==> src/rtl/mp_calc_cmd_loader_if.sv <==
// rtl/mp_calc_cmd_loader_if.sv - byte command stream, calculator and result signals of the loader
interface mp_calc_cmd_loader_if;
   logic [7:0]  in_data;
   logic        in_valid;
   logic        in_ready;
   logic [15:0] A;
   logic [15:0] B;
   logic [15:0] C;
   logic [15:0] D;
   logic [7:0]  opcode;
   logic        compute;
   logic [15:0] calc_out;
   logic [15:0] calc_im;
   logic [15:0] res_out;
   logic [15:0] res_im;
   logic        res_valid;
   logic        res_ready;
   logic        busy;
   logic        err;

   modport master (
      output in_data, in_valid, calc_out, calc_im, res_ready,
      input  in_ready, A, B, C, D, opcode, compute, res_out, res_im, res_valid, busy, err
   );

   modport slave (
      input  in_data, in_valid, calc_out, calc_im, res_ready,
      output in_ready, A, B, C, D, opcode, compute, res_out, res_im, res_valid, busy, err
   );
endinterface

==> src/rtl/mp_calc_cmd_loader.sv <==
// rtl/mp_calc_cmd_loader.sv - assembles opcode/operands from a byte stream, fires the calculator
// and holds its result on a valid/ready handshake.
module mp_calc_cmd_loader #(
   parameter int CALC_LATENCY = 8,
   parameter int MAX_OPCODE   = 6,
   parameter int QUAD_OPCODE  = 4
) (
   input logic                 clk,
   input logic                 reset,
   mp_calc_cmd_loader_if.slave bus
);
   localparam logic [7:0] MAX_OP   = 8'(MAX_OPCODE);
   localparam logic [7:0] QUAD_OP  = 8'(QUAD_OPCODE);
   localparam logic [7:0] LAT_LAST = 8'(CALC_LATENCY - 1);

   typedef enum logic [2:0] {
      S_IDLE,
      S_LOAD,
      S_FIRE,
      S_WAIT,
      S_RESULT
   } state_t;

   state_t     state;
   state_t     state_nxt;
   logic       quad;
   logic [2:0] byte_cnt;
   logic [7:0] lat_cnt;
   logic       xfer;
   logic       legal;
   logic       last_byte;

   assign xfer      = bus.in_valid && bus.in_ready;
   assign legal     = bus.in_data <= MAX_OP;
   assign last_byte = byte_cnt == (quad ? 3'd7 : 3'd3);

   always_ff @(posedge clk or negedge reset) begin
      if (!reset) state <= S_IDLE;
      else        state <= state_nxt;
   end

   always_comb begin
      state_nxt = state;
      case (state)
         S_IDLE:   if (xfer && legal)     state_nxt = S_LOAD;
         S_LOAD:   if (xfer && last_byte) state_nxt = S_FIRE;
         S_FIRE:   state_nxt = S_WAIT;
         S_WAIT:   if (lat_cnt == LAT_LAST) state_nxt = S_RESULT;
         S_RESULT: if (bus.res_ready)     state_nxt = S_IDLE;
         default:  state_nxt = S_IDLE;
      endcase
   end

   always_comb begin
      bus.in_ready = 1'b0;
      bus.busy     = 1'b1;
      bus.compute  = 1'b0;
      case (state)
         S_IDLE: begin
            bus.in_ready = 1'b1;
            bus.busy     = 1'b0;
         end
         S_LOAD:  bus.in_ready = 1'b1;
         S_FIRE:  bus.compute  = 1'b1;
         default: ;
      endcase
   end

   always_ff @(posedge clk or negedge reset) begin
      if (!reset) begin
         quad          <= 1'b0;
         byte_cnt      <= 3'd0;
         lat_cnt       <= 8'd0;
         bus.opcode    <= 8'd0;
         bus.A         <= 16'd0;
         bus.B         <= 16'd0;
         bus.C         <= 16'd0;
         bus.D         <= 16'd0;
         bus.res_out   <= 16'd0;
         bus.res_im    <= 16'd0;
         bus.res_valid <= 1'b0;
         bus.err       <= 1'b0;
      end else begin
         bus.err <= 1'b0;
         case (state)
            S_IDLE: begin
               if (xfer) begin
                  if (legal) begin
                     bus.opcode <= bus.in_data;
                     quad       <= bus.in_data >= QUAD_OP;
                     byte_cnt   <= 3'd0;
                     // Two-operand frames never write C/D, so clear stale values now.
                     if (bus.in_data < QUAD_OP) begin
                        bus.C <= 16'd0;
                        bus.D <= 16'd0;
                     end
                  end else begin
                     bus.err <= 1'b1;
                  end
               end
            end
            S_LOAD: begin
               if (xfer) begin
                  if (!last_byte) byte_cnt <= byte_cnt + 3'd1;
                  case (byte_cnt)
                     3'd0: bus.A[15:8] <= bus.in_data;
                     3'd1: bus.A[7:0]  <= bus.in_data;
                     3'd2: bus.B[15:8] <= bus.in_data;
                     3'd3: bus.B[7:0]  <= bus.in_data;
                     3'd4: bus.C[15:8] <= bus.in_data;
                     3'd5: bus.C[7:0]  <= bus.in_data;
                     3'd6: bus.D[15:8] <= bus.in_data;
                     default: bus.D[7:0] <= bus.in_data;
                  endcase
               end
            end
            S_FIRE: lat_cnt <= 8'd0;
            S_WAIT: begin
               lat_cnt <= lat_cnt + 8'd1;
               if (lat_cnt == LAT_LAST) begin
                  bus.res_out   <= bus.calc_out;
                  bus.res_im    <= bus.calc_im;
                  bus.res_valid <= 1'b1;
               end
            end
            S_RESULT: if (bus.res_ready) bus.res_valid <= 1'b0;
            default: ;
         endcase
      end
   end
endmodule

==> src/flat_wrapper.sv <==
// flat-port wrapper written by rule: the top's interface ports become plain ports
module mp_calc_cmd_loader_flat 
#(
   parameter int CALC_LATENCY = 8,
   parameter int MAX_OPCODE   = 6,
   parameter int QUAD_OPCODE  = 4
)
  (clk, reset, bus_in_data, bus_in_valid, bus_calc_out, bus_calc_im, bus_res_ready, bus_in_ready, bus_A, bus_B, bus_C, bus_D, bus_opcode, bus_compute, bus_res_out, bus_res_im, bus_res_valid, bus_busy, bus_err);
  mp_calc_cmd_loader_if bus_i ();
  input logic clk;
  input logic reset;
  input wire logic [$bits(bus_i.in_data)-1:0] bus_in_data;
  input wire logic [$bits(bus_i.in_valid)-1:0] bus_in_valid;
  input wire logic [$bits(bus_i.calc_out)-1:0] bus_calc_out;
  input wire logic [$bits(bus_i.calc_im)-1:0] bus_calc_im;
  input wire logic [$bits(bus_i.res_ready)-1:0] bus_res_ready;
  output wire logic [$bits(bus_i.in_ready)-1:0] bus_in_ready;
  output wire logic [$bits(bus_i.A)-1:0] bus_A;
  output wire logic [$bits(bus_i.B)-1:0] bus_B;
  output wire logic [$bits(bus_i.C)-1:0] bus_C;
  output wire logic [$bits(bus_i.D)-1:0] bus_D;
  output wire logic [$bits(bus_i.opcode)-1:0] bus_opcode;
  output wire logic [$bits(bus_i.compute)-1:0] bus_compute;
  output wire logic [$bits(bus_i.res_out)-1:0] bus_res_out;
  output wire logic [$bits(bus_i.res_im)-1:0] bus_res_im;
  output wire logic [$bits(bus_i.res_valid)-1:0] bus_res_valid;
  output wire logic [$bits(bus_i.busy)-1:0] bus_busy;
  output wire logic [$bits(bus_i.err)-1:0] bus_err;
  assign bus_i.in_data = bus_in_data;
  assign bus_i.in_valid = bus_in_valid;
  assign bus_i.calc_out = bus_calc_out;
  assign bus_i.calc_im = bus_calc_im;
  assign bus_i.res_ready = bus_res_ready;
  assign bus_in_ready = bus_i.in_ready;
  assign bus_A = bus_i.A;
  assign bus_B = bus_i.B;
  assign bus_C = bus_i.C;
  assign bus_D = bus_i.D;
  assign bus_opcode = bus_i.opcode;
  assign bus_compute = bus_i.compute;
  assign bus_res_out = bus_i.res_out;
  assign bus_res_im = bus_i.res_im;
  assign bus_res_valid = bus_i.res_valid;
  assign bus_busy = bus_i.busy;
  assign bus_err = bus_i.err;
  mp_calc_cmd_loader #(.CALC_LATENCY(CALC_LATENCY), .MAX_OPCODE(MAX_OPCODE), .QUAD_OPCODE(QUAD_OPCODE)) u_core (.clk(clk), .reset(reset), .bus(bus_i));
endmodule
==> config.mk <==
export PLATFORM = sky130hd
export DESIGN_NAME = mp_calc_cmd_loader_flat
export DESIGN_NICKNAME = d
export VERILOG_FILES = /design/src/rtl/mp_calc_cmd_loader_if.sv /design/src/rtl/mp_calc_cmd_loader.sv /design/src/flat_wrapper.sv
export SDC_FILE = /design/constraint.sdc
export NUM_CORES = 1
export LEC_CHECK = 0
export BUFFER_PORTS_ARGS = -buffer_cell sky130_fd_sc_hd__clkbuf_2
export CORE_MARGIN = 5
export CORE_UTILIZATION = 45
export DETAILED_ROUTE_END_ITERATION = 8
export GPL_TIMING_DRIVEN = 0
export PLACE_DENSITY = 0.81
export REMOVE_ABC_BUFFERS = 1
export SETUP_SLACK_MARGIN = 0.5
export SYNTH_ARGS = -nofsm -noshare
export SYNTH_HDL_FRONTEND = slang
export SYNTH_SLANG_ARGS = --single-unit
==> constraint.sdc <==
create_clock -name clk -period 2.55 [get_ports clk]
set_clock_uncertainty 0.2 [all_clocks]
set_input_delay 0.6375 -clock clk [delete_from_list [all_inputs] [get_ports clk]]
set_output_delay 0.6375 -clock clk [all_outputs]
set_load 0.01 [all_outputs]
# Word-level counts from Yosys, hierarchy flattened
# Cells that the tools add are included.
[word_totals]
regBits = 121
inputBits = 44
[op_classes]
addsub = 2
order_cmp = 3
eq_ne = 25
n_mux = 32
reduce_logical = 23
[ops]
columns = ["op", "n"]
rows = [
  ["$mux 16", 5],
  ["$pmux 16 s2", 2],
  ["$mux 8", 4],
  ["$mux 3", 9],
  ["$reduce_and 6->1", 4],
  ["$reduce_and 3->1", 6],
  ["$pmux 8 s2", 1],
  ["$pmux 3 s5", 1],
  ["$ne 2x1->1 const B", 7],
  ["$eq 3x2->1 const B", 4],
  ["$eq 3x3->1 const B", 4],
  ["$ne 2x2->1 const B", 6],
  ["$add 8x1->8 const B", 1],
  ["$eq 8x3->1 const B", 1],
  ["$ge 8x3->1 const B", 1],
  ["$le 8x3->1 const B", 1],
  ["$lt 8x3->1 const B", 1],
  ["$mux 1", 8],
  ["$reduce_or 7->1", 1],
  ["$eq 3x1->1 const B", 2],
  ["$logic_not 3->1", 2],
  ["$pmux 3 s2", 1],
  ["$reduce_bool 2->1", 3],
  ["$reduce_and 5->1", 1],
  ["7 further kinds", 9],
]

# Longest topological paths before layout
# Gate-level depths: netlist (run 1).
[depth]
word_depth = 7
depth_mapped = 7
depth_no_buf = 6

# Least setup slack after synthesis (run 1)
# Ideal clock, no wire load.
[synth_timing]
kind = "in2reg"
from = "input port bus_in_data[2]"
to = "register u_core.bus.C[0]"
setup_time_ps = 125
t_arrival_ps = 1904
t_required_ps = 2225
setup_slack_ps = 321
path_stages = 5
n_path_buf = 1
path_cell_list = "clkbuf_1 > nor4_1 > nand2_1 > a21oi_4 > mux2_2"
[synth_between]
elab_chain_cells = 3
[synth_rtl]
columns = ["item", "line_no", "source"]
rows = [
  ["start: declaration", "flat_wrapper.sv:12", "input wire logic [$bits(bus_i.in_data)-1:0] bus_in_data;"],
  ["$lt 8x3->1 / $le 8x3->1 (equally long branches)", "mp_calc_cmd_loader.sv:93, mp_calc_cmd_loader.sv:34", ""],
  ["$ne 2x1->1 (no source line)", "-", ""],
  ["$reduce_and 6->1 (no source line) (*)", "-", ""],
  ["end signal: assignment", "mp_calc_cmd_loader.sv:111", "3'd5: bus.C[7:0] <= bus.in_data;"],
  ["end: declaration", "mp_calc_cmd_loader_if.sv:28", "output in_ready, A, B, C, D, opcode, compute, res_out, res_im, res_valid, busy, err"],
]
# Mark *: on every way between the ends. The rest lies on a longest branch, timed or not.
# A chain may end at the register's enable or synchronous reset.

# Final worst setup path (run 1)
[layout_timing]
from = "register u_core.state[0]"
to = "output port bus_busy"
[layout_between]
elab_chain_cells = 2
[layout_rtl]
columns = ["item", "line_no", "source"]
rows = [
  ["start: declaration", "mp_calc_cmd_loader.sv:24", "state_t state;"],
  ["start signal: assignment", "mp_calc_cmd_loader.sv:39", "else state <= state_nxt;"],
  ["$logic_not 3->1", "mp_calc_cmd_loader.sv:58", "case (state)"],
  ["$mux 1", "mp_calc_cmd_loader.sv:58", ""],
  ["end: declaration", "flat_wrapper.sv:27", "output wire logic [$bits(bus_i.busy)-1:0] bus_busy;"],
]
# Every way passes these cells.

==> impl_metrics.ini, run 1 <==
[clock_network]
cts_made_buffers = 17
h-tree-depth = 4
cts_root_buf = clkbuf_16
cts_sinks = 121
holdBufCountCts = 0
clk_latency_ns = 0.41
tritoncts = done
max-clock-path-buffers = 2
clk_pin_slew_worst_paths_ns = 0.06

[sta]
setup_viol = 0
max_freq_ghz = 0.458
slew_headroom_pct = 36.8
tightest_slew_ns = 0.948
grt_setup_unrepaired = yes
fin_crit_ns = 2.18
report.final.slew_viol_count = 0
finalCritPeriodShare_pct = 85.6
tns_ns = 0
hold_viol_final = 0
holdWs_ns = 0.177

[power]
combPwrFrac_pct = 32.9
share_seq_of_total_power_pct = 36.1
total_power_mw = 7.73
switching_share_pct = 31.9
irDropWorstVdd_mv = 0.611
clkPwrFrac_pct = 31.0
power_leakage_nw = 3.69
p_int_mw = 5.27
p_switching_mw = 2.47
cellPowerDensity_mw_per_mm2 = 1070

[global_routing]
grt_pass1_vias = 3945
grt_max_degree = 122
antenna_found_initial = 0
grt_pass1_wl_um = 21100
grtUsageTotal_pct = 20.5
overflow = 0

[floorplanning]
std_cell_rows = 39
die_x_um = 117
die_y_um = 117
initial_utilization_pct = 45.3
die-area_mm2 = 0.0136
io_pins = 153
core_area_mm2 = 0.0113

[yosys]
syn_inst = 350
syn_area_per_cell_um2 = 14.6
synthArstFlopShare_pct = 100
yosysWarnings = 0
synthMuxAreaShare_pct = 24.2
seq_area_frac_synth_pct = 59.3
ys_ff_latch = 121
ys_types = 38
synthAdderAreaFrac_pct = 1.47
synth_top_family_by_area = multiplexers
synth_edf_count = 0
synth-main-ff-cell = dfrtp_1
synth_area_mm2 = 0.00511
synth_compound_area_share_pct = 4.38
synthSimpleGateAreaFrac_pct = 8.50
synth_xor_area_share_pct = 0.171

[route]
drt-pass1-iter-count = 5
wirelength_um = 13600
vias = 3708
drc = 0
ant_nets = 0
routedWlPerCell_um = 19.2
viasPerCell = 5.24
drtIter0Drc = 176

[critical_path]
endpoint_kind = output port
path_buf_inv = 1
criticalPathCategory = reg2out
crit_arrival_ns = 1.34
slowest_delay_ns = 0.50
start_kind = flop
cp_slowest_cell = dfrtp_4
path_max_fanout = 3
critPathTopFamily = flip-flops
path_cells = or3_1, clkbuf_2
cp.required_ns = 1.71

[placement]
hpwlAfterDp_um = 8570
gp_congestion = 0.804
port_buffers = 152

[worst_hold_path]
min_path_type = in2async

[cells_and_area]
drive_above_1_share_pct = 64.1
syn_to_final_growth_pct = 42.0
multi_input_area_mm2 = 0.00222
regArea_mm2 = 0.00304
fin_nets = 602
final_common_cell = clkbuf_2
antenna_cells = 0
n_fill_cell = 815
layout_common_cells = clkbuf_2, dfrtp_1, mux2_2

[status]
status = completed

[flow_run]
maxCapViolations = 0
## Yosys cell counts (all sizes together) (2+ instances only)
library cell,instances,share of area [%]
buf,5,0.86
o41ai,2,0.34
nand2,21,1.7
nor4,2,0.24
mux2,98,24
nand3,11,1.3
o22ai,3,0.37
ha,6,1.5
clkbuf,6,0.44
a21oi,8,1.7
or3,2,0.24
inv,9,0.66
nor3,7,1.2
nor2,9,0.66
dfrtp,121,59
mux2i,3,0.59
o32a,2,0.39
o21ai,10,0.98
and2,13,1.6
## flip-flops by register name, indices dropped and copies added (netlist names), 8 cells and up
name                flops
u_core.bus.A           16
u_core.bus.B           16
u_core.bus.C           16
u_core.bus.D           16
u_core.bus.res_im      16
u_core.bus.res_out     16
u_core.bus.opcode       8
u_core.lat_cnt          8
## kinds of logic (layout without fill, tap and decap cells)
kind of cell	after synthesis	count (layout)
flops	121	121
compound gates	29	29
buf+inv	20	232
fa+ha+maj	6	6
xor+xnor	1	1
mux	101	101
simple gates	72	75
## timing repair
item | 4_1_cts | 5_1_grt
buffers inserted | 27 | 12
endpoints found under the setup margin | 105 | 104
resized for setup | 31 | 27
pin swaps | 10 | 7
cloned | 2 | 1
## metal layers
metal  track usage [%]  wire length (um)  up-vias
li1                  -                 -     1667
met1              25.1              5460     1878
met2              34.7              7010      148
met3              7.77               975       15
met4              4.97               140        0
met5                 0                 0        -
## path summary, 6_finish.rpt
| kind | start | endpoint | slack [ns] | cells past startpoint |
|---|---|---|---|---|
| setup reg to reg | u_core.state[1]$_DFFE_PN0P_ | u_core.bus.A[4]$_DFFE_PN0P_ | 0.37 | 5 |
| min in group clk | bus_res_ready | u_core.state[2]$_DFFE_PN0P_ | 0.24 | 2 |
| setup / recovery | u_core.state[0]$_DFFE_PN0P_ | bus_busy | 0.37 | 2 |
| hold reg to reg | u_core.bus.opcode[6]$_DFFE_PN0P_ | u_core.bus.opcode[6]$_DFFE_PN0P_ | 0.28 | 1 |
| max in group asynchronous | reset | u_core.state[0]$_DFFE_PN0P_ | 1.27 | 1 |
| hold / removal | reset | u_core.bus.opcode[6]$_DFFE_PN0P_ | 0.18 | 1 |
## per-stage QoR
| step | utilization, % | area [um2] | std cells | worst slack (ns) |
|---|---|---|---|---|
| after detailed placement | 53.1 | 5990 | 634 | -0.261 |
| after global routing | 64.3 | 7250 | 708 | 0.307 |
| after CTS | 62.5 | 7040 | 695 | 0.355 |
| after floorplan | - | 5040 | 339 | 0.251 |
| final | 64.3 | 7250 | 708 | 0.368 |
| after global placement | 53.1 | 5980 | 634 | -1.05 |
## layout make-up
| class | instances | share of cell area (%) |
|---|---|---|
| Inverter | 9 | 0.518 |
| Sequential cell | 121 | 41.9 |
| Clock buffer | 19 | 6.11 |
| Timing Repair Buffer | 191 | 16.3 |
| Multi-Input combinational cell | 212 | 30.6 |
| Clock inverter | 13 | 2.10 |
| Tap cell | 143 | 2.47 |
## power groups by stage
stage                     Clock [mW]  Sequential [mW]  Combinational (mW)
after floorplan                    0             2.97               0.881
after global placement             0             2.79                1.84
after detailed placement           0             2.83                1.91
after CTS                       2.44             2.78                2.28
after global routing            2.54             2.85                2.74
final                           2.40             2.79                2.54
(Power assumes the default switching activity.)
==> run 2, diff against run 1 <==
- CORE_UTILIZATION: 45 -> 51
- PLACE_DENSITY: 0.81 -> 0.89
==> run 2 against run 1 <==
Compared with the run above: clock-buffer cell count fell by 2; first-iteration DRC count shrank 12%; final cell count fell by 2.3%; flip-flop and latch count is the same; largest cell class unchanged; highest routed layer unchanged.
==> impl_metrics.ini, run 2 (synthesis results as in run 1) <==
[status]
status = completed

[floorplanning]
die_y_um = 110
core_area_mm2 = 0.00977
initial_utilization_pct = 52.3
io_pins = 153
die-area_mm2 = 0.0121
die_x_um = 110
std_cell_rows = 36

[route]
drt-met1-wl_um = 5240
wl_met3_um = 1060
route.met2.wl_um = 7340
drtIter0Drc = 155
drt-pass1-iter-count = 5
ant_nets = 0
vias = 3654
routedWlPerCell_um = 20.1
wirelength_um = 13900
top_layer_used = met4
drc = 0
viasPerCell = 5.28

[sta]
grt_setup_unrepaired = yes
tightest_slew_ns = 0.926
report.final.slew_viol_count = 0
hold_viol_final = 0
slew_headroom_pct = 38.3
setup_viol = 0
fin_crit_ns = 2.30
finalCritPeriodShare_pct = 90.1
max_freq_ghz = 0.435

[placement]
hpwlAfterDp_um = 8830
gp_congestion = 0.777
placedCellCount = 624
port_buffers = 152

[critical_path]
start_kind = flop
r2r-start = u_core.lat_cnt[5]$_DFFE_PN0P_
crit_arrival_ns = 1.46
path_cells = or3_1, clkbuf_2
slowest_delay_ns = 0.46
path_max_fanout = 7
cp.required_ns = 1.71
r2r_cells = 6
rrSetupSlack_ns = 0.32
cp_slowest_cell = dfrtp_2
endpoint = bus_busy
startpoint = u_core.state[1]$_DFFE_PN0P_
endpoint_kind = output port
criticalPathCategory = reg2out
rr_endpoint = u_core.bus.res_im[1]$_DFFE_PN0P_

[global_routing]
grt_pass1_vias = 4037
overflow = 0
grt_max_degree = 122
antenna_found_initial = 0
grtUsageTotal_pct = 23.6
grt_pass1_wl_um = 21200

[clock_network]
cts_made_buffers = 17
max-clock-path-buffers = 2
cts_sinks = 121
clk_pin_slew_worst_paths_ns = 0.06
holdBufCountCts = 0
tritoncts = done
cts_root_buf = clkbuf_8
h-tree-depth = 4
clk_latency_ns = 0.50

[cells_and_area]
fin_nets = 596
drive_above_1_share_pct = 62.4
n_fill_cell = 651
layout_common_cells = clkbuf_2, dfrtp_1, mux2_2
antenna_cells = 0
final_common_cell = clkbuf_2
fin_cells = 692
syn_to_final_growth_pct = 38.4

[worst_hold_path]
min_path_type = in2async

[power]
cellPowerDensity_mw_per_mm2 = 1030
power_leakage_nw = 3.61
irDropWorstVdd_mv = 0.559
total_power_mw = 7.29

[flow_run]
maxCapViolations = 0
-- run 2: changes by cell type in the layout (fill, tap and decap cells not counted), sizes merged --
cell,change
buf,-6
inv,+6
bufinv,-3
clkbuf,-1
clkinv,-1
nor3,-1
-- run 2: critical path: cells and delay by family (launching register included) --
family / cells / cell delay, ns
AND/OR/NAND/NOR: 1 / 0.36
buffers and inverters: 1 / 0.14
flip-flops: 1 / 0.46
-- run 2: cell type report --
class | instances | area (um2) | area share, %
timing repair buffer | 186 | 1140 | 16.2
clock buffer | 17 | 414 | 5.86
inverter | 9 | 33.8 | 0.478
sequential | 121 | 3030 | 42.9
tap | 133 | 166 | 2.35
clock inverter | 15 | 116 | 1.65
multi-input combinational | 211 | 2160 | 30.5
-- run 2: where the power goes --
group	switching, mW	total [mW]	internal (mW)
combinational	1.22	2.39	1.17
clock	0.906	2.11	1.21
sequential	0.350	2.79	2.44
-- run 2: stage by stage --
step                      util (%)  setup TNS, ns  setup WS (ns)  hold slack [ns]  area, um2
after floorplan                  -              0          0.251            0.142       5040
after global placement        61.1        -122.32         -0.991            0.271       5970
after detailed placement      61.2          -6.48         -0.198            0.274       5980
after CTS                     70.9              0          0.232            0.104       6930
after global routing          72.3              0          0.217            0.120       7070
final                         72.3              0          0.252           0.0717       7070
-- run 2: what timing repair did --
item,CTS,global route
cloned,3,0
resized for setup,27,15
hold endpoints to repair,0,0
pin swaps,8,2
endpoints found under the setup margin,101,112
buffers inserted,24,9
-- run 2: per-layer routing --
layer | global-route usage, % | vias up
li1 | - | 1652
met1 | 27.5 | 1831
met2 | 41.1 | 150
met3 | 7.11 | 21
met4 | 8.37 | 0
met5 | 0 | -
-- run 2: how the worst min path moves through the flow --
| stage | end | slack (ns) |
|---|---|---|
| 5_1_grt | u_core.state[2]$_DFFE_PN0P_ | 0.12 |
| 3_5_place_dp | u_core.bus.opcode[4]$_DFFE_PN0P_ | 0.27 |
| 6_report | u_core.bus.res_out[3]$_DFFE_PN0P_ | 0.07 |
| 2_1_floorplan | u_core.bus.A[0]$_DFFE_PN0P_ | 0.14 |
| 4_1_cts | u_core.bus.res_out[9]$_DFFE_PN0P_ | 0.10 |
| 3_3_place_gp | u_core.bus.opcode[5]$_DFFE_PN0P_ | 0.27 |
==> run 3, diff against run 2 <==
- SETUP_SLACK_MARGIN: 0.5 -> unset
==> run 3 against run 2 <==
Compared with the run above: register-to-register slack worse by 0.21 ns; combinational power down 19%; largest power group unchanged; final cell count down 5.1%; utilization down 5.5 points; die area unchanged; non-clock buffer count down 34; critical path depth up 2; largest cell class unchanged; final area down 7.6%; highest routed layer unchanged; clock-buffer cell count unchanged; global-route usage down 1.5 points; sequential power about the same.
==> impl_metrics.ini, run 3 (synthesis results as in run 1) <==
[floorplanning]
die_x_um = 110
die-area_mm2 = 0.0121
die_y_um = 110
io_pins = 153
std_cell_rows = 36
initial_utilization_pct = 52.3
core_area_mm2 = 0.00977

[cells_and_area]
antenna_cells = 0
layout_common_cells = clkbuf_2, dfrtp_1, mux2_2
final_area_mm2 = 0.00654
final_common_cell = clkbuf_2
syn_to_final_growth_pct = 27.9
drive_above_1_share_pct = 57.1
multi_input_area_mm2 = 0.00201
post-route-util_pct = 66.9
regArea_mm2 = 0.00303
n_fill_cell = 726
fin_cells = 657
fin_nets = 561

[power]
cellPowerDensity_mw_per_mm2 = 1050
clkPwrFrac_pct = 30.7
combPwrFrac_pct = 28.1
power_leakage_nw = 3.36
share_seq_of_total_power_pct = 41.1
p_int_mw = 4.54
switching_share_pct = 33.7
p_switching_mw = 2.31
irDropWorstVdd_mv = 0.542
total_power_mw = 6.85

[route]
drtIter0Drc = 124
ant_nets = 0
wirelength_um = 12600
routedWlPerCell_um = 19.1
drt-pass1-iter-count = 4
vias = 3486
viasPerCell = 5.31
drc = 0

[sta]
fin_crit_ns = 2.44
tns_ns = 0
hold_viol_final = 0
setup_viol = 0
tightest_slew_ns = 0.924
grt_setup_unrepaired = no
finalCritPeriodShare_pct = 95.7
slew_headroom_pct = 38.4
report.final.slew_viol_count = 0
max_freq_ghz = 0.410

[placement]
port_buffers = 152
hpwlAfterDp_um = 8830
placedCellCount = 624
dpl_cell_area_mm2 = 0.00598
gp_congestion = 0.777

[critical_path]
path_cells = or4_4, nor3_4, nand3_4, mux2_4
start_kind = flop
criticalPathCategory = reg2reg
critPathTopFamily = simple AND/OR/NAND/NOR gates
crit_arrival_ns = 2.62
slowest_delay_ns = 0.58
cp.required_ns = 2.73
endpoint_kind = flop
path_buf_inv = 0
path_max_fanout = 17
cp_slowest_cell = or4_4

[clock_network]
cts_sinks = 121
tritoncts = done
h-tree-depth = 4
clk_latency_ns = 0.50
cts_made_buffers = 17
cts_root_buf = clkbuf_8
max-clock-path-buffers = 2
holdBufCountCts = 0
clk_pin_slew_worst_paths_ns = 0.06

[global_routing]
antenna_found_initial = 0
grt_pass1_vias = 3776
grt_pass1_wl_um = 19900
grt_max_degree = 122
overflow = 0
grtUsageTotal_pct = 22.1

[flow_run]
maxCapViolations = 0

[status]
status = completed

[worst_hold_path]
min_path_type = in2async
run 3: cell types whose count changed in the layout (fill, tap and decap cells not counted), moves of 5 or more:
cell,previous run,this run
mux2_4,36,28
buf_12,7,0
ha_1,1,6
mux2_2,62,70
buf_4,21,0
run 3: metal layers:
| metal | track usage (%) | up-vias | wire length, um | share of wire (%) |
|---|---|---|---|---|
| met3 | 7.22 | 17 | 991 | 7.9 |
| met5 | 0 | - | 0 | 0 |
| li1 | - | 1571 | - | - |
| met4 | 7.39 | 0 | 166 | 1.3 |
| met2 | 37.5 | 142 | 6540 | 52 |
| met1 | 26.4 | 1756 | 4880 | 39 |
run 3: power groups by stage:
stage | Clock, mW | Combinational [mW] | Sequential [mW]
floorplan | 0 | 0.881 | 2.97
global placement | 0 | 1.85 | 2.77
detailed placement | 0 | 1.93 | 2.82
CTS | 2.14 | 1.96 | 2.81
global route | 2.23 | 2.12 | 2.88
finish | 2.11 | 1.93 | 2.82
run 3: final cells by class:
type                    instances  area share, %
clock inverters                15           1.78
clock buffers                  17           6.34
flip-flops and latches        121           46.4
multi-input cells             210           30.7
well taps                     133           2.55
repair buffers                152           11.8
inverters                       9          0.517
run 3: repair_timing:
action,4_1_cts,5_1_grt
pin swaps,0,0
gates resized for setup,3,1
endpoints found under the setup margin,33,1
buffers inserted,0,0
cloned,1,0
run 3: per-stage QoR:
step / setup WS [ns] / hold slack, ns
floorplan: 0.251 / 0.142
global route: 0.0277 / 0.123
detailed placement: -0.198 / 0.274
finish: 0.110 / 0.0756
CTS: 0.0576 / 0.104
global placement: -0.991 / 0.271
run 3: worst paths after layout:
path                                                  startpoint                            endpoint  slack, ns  cells past startpoint
worst max-delay path               u_core.lat_cnt[5]$_DFFE_PN0P_  u_core.bus.res_out[14]$_DFFE_PN0P_       0.11                      4
worst min-delay path                                       reset   u_core.bus.res_out[3]$_DFFE_PN0P_       0.08                      1
worst max register to register     u_core.lat_cnt[5]$_DFFE_PN0P_  u_core.bus.res_out[14]$_DFFE_PN0P_       0.11                      4
worst min register to register  u_core.bus.opcode[6]$_DFFE_PN0P_    u_core.bus.opcode[6]$_DFFE_PN0P_       0.29                      1
max in group asynchronous                                  reset         u_core.state[0]$_DFFE_PN0P_       1.41                      1
min in group clk                                   bus_res_ready         u_core.state[2]$_DFFE_PN0P_       0.13                      2
